File: src/rtl/vga_scan.sv
// 640x480@60 raster generator: broadcasts the upcoming pixel coordinate to the object
// modules and composites their hit flags into registered sync, blank and RGB outputs.
module vga_scan #(
   parameter int unsigned H_VISIBLE = 640,
   parameter int unsigned H_FRONT   = 16,
   parameter int unsigned H_SYNC    = 96,
   parameter int unsigned H_BACK    = 48,
   parameter int unsigned V_VISIBLE = 480,
   parameter int unsigned V_FRONT   = 10,
   parameter int unsigned V_SYNC    = 2,
   parameter int unsigned V_BACK    = 33
) (
   input  logic       clock,
   input  logic       reset,
   input  logic       hit_ball_i,
   input  logic       hit_bar_i,
   input  logic       hit_brick_i,
   output logic [9:0] next_x_o,
   output logic [9:0] next_y_o,
   output logic       vga_clk_o,
   output logic       vga_hs_o,
   output logic       vga_vs_o,
   output logic       vga_blank_n_o,
   output logic [7:0] vga_r_o,
   output logic [7:0] vga_g_o,
   output logic [7:0] vga_b_o,
   output logic       frame_pulse_o
);

   localparam int unsigned H_TOTAL = H_VISIBLE + H_FRONT + H_SYNC + H_BACK;
   localparam int unsigned V_TOTAL = V_VISIBLE + V_FRONT + V_SYNC + V_BACK;

   localparam logic [9:0] HLast   = 10'(H_TOTAL - 1);
   localparam logic [9:0] VLast   = 10'(V_TOTAL - 1);
   localparam logic [9:0] HVis    = 10'(H_VISIBLE);
   localparam logic [9:0] VVis    = 10'(V_VISIBLE);
   localparam logic [9:0] HsFirst = 10'(H_VISIBLE + H_FRONT);
   localparam logic [9:0] HsLast  = 10'(H_VISIBLE + H_FRONT + H_SYNC - 1);
   localparam logic [9:0] VsFirst = 10'(V_VISIBLE + V_FRONT);
   localparam logic [9:0] VsLast  = 10'(V_VISIBLE + V_FRONT + V_SYNC - 1);

   logic        pix_en_q;
   logic [9:0]  h_cnt_q, v_cnt_q;
   logic [9:0]  nh, nv;
   logic        visible;
   logic [23:0] rgb_d;
   logic        hs_d, vs_d;

   logic        hs_q, vs_q, blank_n_q, frame_q;
   logic [23:0] rgb_q;

   always_comb begin
      nh = (h_cnt_q == HLast) ? 10'd0 : h_cnt_q + 10'd1;
      nv = v_cnt_q;
      if (h_cnt_q == HLast) begin
         nv = (v_cnt_q == VLast) ? 10'd0 : v_cnt_q + 10'd1;
      end
      visible = (nh < HVis) && (nv < VVis);
      hs_d    = !((nh >= HsFirst) && (nh <= HsLast));
      vs_d    = !((nv >= VsFirst) && (nv <= VsLast));
      // Priority: ball over bar over brick; blanking forces black regardless of hits.
      rgb_d = 24'h000000;
      if (visible) begin
         if (hit_ball_i)       rgb_d = 24'hFFFFFF;
         else if (hit_bar_i)   rgb_d = 24'h00FFFF;
         else if (hit_brick_i) rgb_d = 24'hFF8000;
      end
   end

   always_ff @(posedge clock) begin
      if (reset) begin
         pix_en_q  <= 1'b0;
         h_cnt_q   <= HLast;
         v_cnt_q   <= VLast;
         hs_q      <= 1'b1;
         vs_q      <= 1'b1;
         blank_n_q <= 1'b0;
         rgb_q     <= 24'h000000;
         frame_q   <= 1'b0;
      end else begin
         pix_en_q <= ~pix_en_q;
         frame_q  <= 1'b0;
         if (pix_en_q) begin
            h_cnt_q   <= nh;
            v_cnt_q   <= nv;
            hs_q      <= hs_d;
            vs_q      <= vs_d;
            blank_n_q <= visible;
            rgb_q     <= rgb_d;
            frame_q   <= (nh == 10'd0) && (nv == 10'd0);
         end
      end
   end

   assign next_x_o      = nh;
   assign next_y_o      = nv;
   // Ticks happen as pix_en falls, so the DAC's rising vga_clk lands mid-pixel.
   assign vga_clk_o     = pix_en_q;
   assign vga_hs_o      = hs_q;
   assign vga_vs_o      = vs_q;
   assign vga_blank_n_o = blank_n_q;
   assign vga_r_o       = rgb_q[23:16];
   assign vga_g_o       = rgb_q[15:8];
   assign vga_b_o       = rgb_q[7:0];
   assign frame_pulse_o = frame_q;

endmodule

File: config.mk
export PLATFORM = sky130hd
export DESIGN_NAME = vga_scan
export DESIGN_NICKNAME = d
export VERILOG_FILES = /design/src/rtl/vga_scan.sv
export SDC_FILE = /design/constraint.sdc
export NUM_CORES = 1
export LEC_CHECK = 0
export BUFFER_PORTS_ARGS = -buffer_cell sky130_fd_sc_hd__buf_2
export CAP_MARGIN = 20
export CORE_MARGIN = 2
export CORE_UTILIZATION = 50
export DETAILED_ROUTE_END_ITERATION = 8
export PLACE_DENSITY_LB_ADDON = 0.15
export SLEW_MARGIN = 20
export SYNTH_ARGS = -nofsm -noshare
export SYNTH_HDL_FRONTEND = slang
export SYNTH_SLANG_ARGS = --single-unit
File: constraint.sdc
create_clock -name clock -period 4.12 [get_ports clock]
set_input_delay 0.824 -clock clock [delete_from_list [all_inputs] [get_ports clock]]
set_output_delay 0.824 -clock clock [all_outputs]
set_load 0.005 [all_outputs]
# After elaboration in Yosys (flattened, before gate mapping)
# Index checks and enable logic that the tools add are counted.
# W data, S select, Z words.
[word_totals] wordCells=35 inputBits=5 register_bits=49 output_inout_bits=49
[classes] bitwise=1 n_mux=7 n_eq_ne=2 magnitude_cmp=6 add_sub_neg=2 reduce_logical=9
[ops] cell="$mux W24" n=4
[ops] cell="$mux W10" n=3
[ops] cell="$add A10 B1 Y10 const B" n=2
[ops] cell="$eq A10 B10 Y1 const B" n=2
[ops] cell="$logic_not A10 Y1" n=2
[ops] cell="$ge A10 B10 Y1 const B" n=1
[ops] cell="$ge A10 B9 Y1 const B" n=1
[ops] cell="$le A10 B10 Y1 const B" n=1
[ops] cell="$le A10 B9 Y1 const B" n=1
[ops] cell="$lt A10 B10 Y1 const B" n=1
[ops] cell="$lt A10 B9 Y1 const B" n=1
[ops] cell="$logic_and A1 B1 Y1" n=4
[ops] cell="$logic_not A1 Y1" n=2
[ops] cell="$reduce_or A2 Y1" n=1
[ops] cell="$not A1 Y1" n=1

# Longest topological paths before layout
[depth] ltp_word=6 mapped_depth=9 mapped_depth_nobuf=8

# Worst setup path after synthesis
# OpenSTA, ideal clock, no wires.
[synth_timing] kind="flip-flop to output port" start="register h_cnt_q[0]" end="output port next_y_o[4]" required_time_ns=3.296 arrival_time_ns=2.065 setup_slack_ns=1.231 path_stages_with_launch=9 n_path_buf=2 path_cell_list="dfxtp_1 ha_1 clkbuf_1 nand3_1 nor3_2 buf_2 nand2_1 nor2_1 mux2_2"
[synth_via] elab_chain_len=2
[synth_rtl] item="start: declaration" line_no="43" rtl="logic [9:0] h_cnt_q, v_cnt_q;"
[synth_rtl] item="start signal: assignment" line_no="73" rtl="h_cnt_q <= HLast;"
[synth_rtl] item="start signal: assignment" line_no="84" rtl="h_cnt_q <= nh;"
[synth_rtl] item="$eq A10 B10 Y1" line_no="55" rtl="if (h_cnt_q == HLast) begin"
[synth_rtl] item="$mux W10" line_no="55"
[synth_rtl] item="end: declaration" line_no="19" rtl="output logic [9:0] next_y_o,"
# Every way passes these cells.

# Final worst setup path
[layout_timing] start="register h_cnt_q[1]" end="output port next_y_o[5]"
# Same word-level chain as after synthesis.

==> results.md <==
* Critical path class: reg2out
* Startpoint Class: register
* Total CTS buffers at 3
* Largest net degree at the start of global routing at 30
* Syn nets at 283
* H-tree Lvls at 1
* Detailed-router iteration count before antenna repair at 4
* CP required at 3.30 ns
* Post_cts resized at 0
* Share of layout cells above drive strength 1 at 0.247
* Top FF cell, synth: dfxtp_1
* Starting Density at 0.514
* DRC violations left at 0
* Core area at 3970 sq um
* Die Span Y at 67.9 microns
* Fillers at 409
* Maxcap violations at 0
* Tot GR Track Use at 0.218
* Latest clock arrival within the worst-skew pair at 0.28 ns
* Worst-margin pin slew at 0.517 ns
* Register area share after synthesis at 0.275
* Via density at 5.73
* Die Area at 4610 sq um
* TritonCTS Sinks at 28
* Syn Std Cell Area at 2040 sq um
* Clock-pin slew on the worst setup and hold paths at 0.10 ns
* Min-delay worst type: reg2reg
* Starting DRT DRC Count at 105
* Wire length of the first global-routing pass at 7670 microns
* Number of failing hold endpoints at the final stage at 0
* Mapped Cells at 274
* CP endpoint kind: output pin
* EDFF count, synth at 0
* Nets at 301
* Synthesis-stage register bit count at 28
* Peak VDD IR at 0.000173 V
* Area grow syn2layout at 7.48%
* WP data arrival at 2.66 ns
* Post-Place Cells at 337
* Clock buffer depth at 2
* Slew margin rel. at 0.645
* Final min period at 3.49 ns
* Max Clock Freq at 287 MHz
* Pwr/cell area at 356 nW/um^2
* Detailed placer's ending HPWL at 3370 microns
* RSZ-0062 raised after global routing: no
* Total Wirelength at 4700 microns
* Total Negative Setup Slacks at 0 ns
* Number of global-route vias before repair at 1,633
* Port Buffers at 53
* Multi-input gate area at 1190 sq um
* Crit-path max FO at 11
* Fin cells at 341
* P_leak at 1.02 nW
* Initial antenna violation count at 0
* Mean Syn Cell Area at 7.45 sq um
* Clk_skew at 0.00640 ns
* Gpl congestion at 0.860
* Final Setup Violations at 0
* Vias at 1,954
* Synth warn at 0
* CTS tree: built
* Async S/R FF share, synth at 0
* Die Span X at 67.9 microns
* I/O pins at 54
* Outcome: complete, no violations
* Design Power at 780 uW
* GRT Residual Overflow at 0
* Cell variety after synth at 51
* # hold bufs at CTS at 0
* Reg area at 561 sq um
* Ant diodes at 0
* Worst R2R Setup Slack at 1.39 ns
* Final worst path period share at 0.847
* Postcts setup bufs at 0
* Slew Limit Fails at 0
* Wire per inst at 13.8 microns
* Post-DRT Antenna Nets at 0
* CTS Root Cell: clkbuf_8
* Core Rows at 23
==> layout by cell type (no fill, tap or decap), types with 4 or more instances in the layout <==
cell type / n
clkbuf_8: 4
xor2_1: 12
o21ai_1: 4
nor3_1: 11
or2_2: 4
a31oi_1: 4
a21oi_1: 8
inv_1: 11
xnor2_1: 7
o21ai_0: 8
dfxtp_1: 28
nand4_1: 6
ha_1: 4
nand3_1: 9
nor2_1: 29
buf_2: 53
nand2_1: 32
a211oi_1: 6
==> power breakdown <==
part	internal (mW)	leakage, nW	total (mW)	switching (mW)
logic	0.121	0.767	0.283	0.163
registers	0.288	0.229	0.321	0.0324
clock network	0.0858	0.0288	0.176	0.0897
==> logic make-up after synthesis <==
family                     after synthesis  synth area share
muxes                                    3            0.0159
buffers and inverters                   54             0.144
DFF                                     28             0.275
and+or+nand+nor                        111             0.272
xor gates and xnor gates                19            0.0815
adders and majority gates                4            0.0245
AOI/OAI and AO/OA                       55             0.188
==> sequential cells by signal, summed over array words and instances (netlist names) <==
signal	cells
frame_pulse_o	1
h_cnt_q	10
rgb_q	3
v_cnt_q	10
vga_blank_n_o	1
vga_clk_o	1
vga_hs_o	1
vga_vs_o	1
==> through the flow <==
| stage | hold slack [ns] | area (sq um) | util | setup slack, ns |
|---|---|---|---|---|
| after floorplan | 0.439 | 2040 | - | 1.23 |
| after global placement | 0.435 | 2140 | 0.538 | 1.02 |
| after detailed placement | 0.442 | 2140 | 0.538 | 0.971 |
| after CTS | 0.457 | 2190 | 0.552 | 0.634 |
| after global routing | 0.502 | 2190 | 0.552 | 0.390 |
| final | 0.457 | 2190 | 0.552 | 0.631 |
==> area by class of cell <==
| class | instances | area share |
|---|---|---|
| Clock buffer | 4 | 0.0251 |
| Tap cell | 50 | 0.0285 |
| Sequential cell | 28 | 0.256 |
| Inverter | 11 | 0.0188 |
| Multi-Input combinational cell | 192 | 0.541 |
| Timing Repair Buffer | 56 | 0.131 |
==> cells in the mapped netlist, types with 4 or more instances <==
| master | n | area share |
|---|---|---|
| a211oi_1 | 6 | 0.022 |
| a21oi_1 | 8 | 0.020 |
| a31oi_1 | 4 | 0.012 |
| buf_2 | 4 | 0.0098 |
| buf_4 | 23 | 0.085 |
| clkbuf_1 | 13 | 0.024 |
| dfxtp_1 | 28 | 0.27 |
| ha_1 | 4 | 0.025 |
| inv_1 | 11 | 0.020 |
| nand2_1 | 32 | 0.059 |
| nand3_1 | 9 | 0.022 |
| nand4_1 | 6 | 0.018 |
| nor2_1 | 29 | 0.053 |
| nor3_1 | 11 | 0.027 |
| o21ai_0 | 8 | 0.020 |
| o21ai_1 | 4 | 0.0098 |
| or2_2 | 4 | 0.012 |
| xnor2_1 | 7 | 0.030 |
| xor2_1 | 12 | 0.052 |
==> routing by layer <==
layer  global-route usage  wire [microns]  vias up
li1                     -               -      966
met1                0.318            2310      891
met2                0.331            1990       94
met3               0.0247             361        3
met4               0.0750              30        0
met5                    0               0        -
==> path summary, 6_finish.rpt <==
path,endpoint,start,depth (start not counted)
min,vga_blank_n_o,vga_blank_n_o,2
max,next_y_o[5],h_cnt_q[1],6
min reg2reg,vga_blank_n_o,vga_blank_n_o,2
max reg2reg,frame_pulse_o,h_cnt_q[1],8
==> worst max-delay path: stages (launching register included) <==
cell and delay, ns:
dfxtp_1 0.40, ha_1 0.30, nand3_1 0.32, or3_1 0.64, o21a_1 0.27, or2_2 0.31
buf_2 0.13
Note: power is estimated with default switching activity, not from simulation.
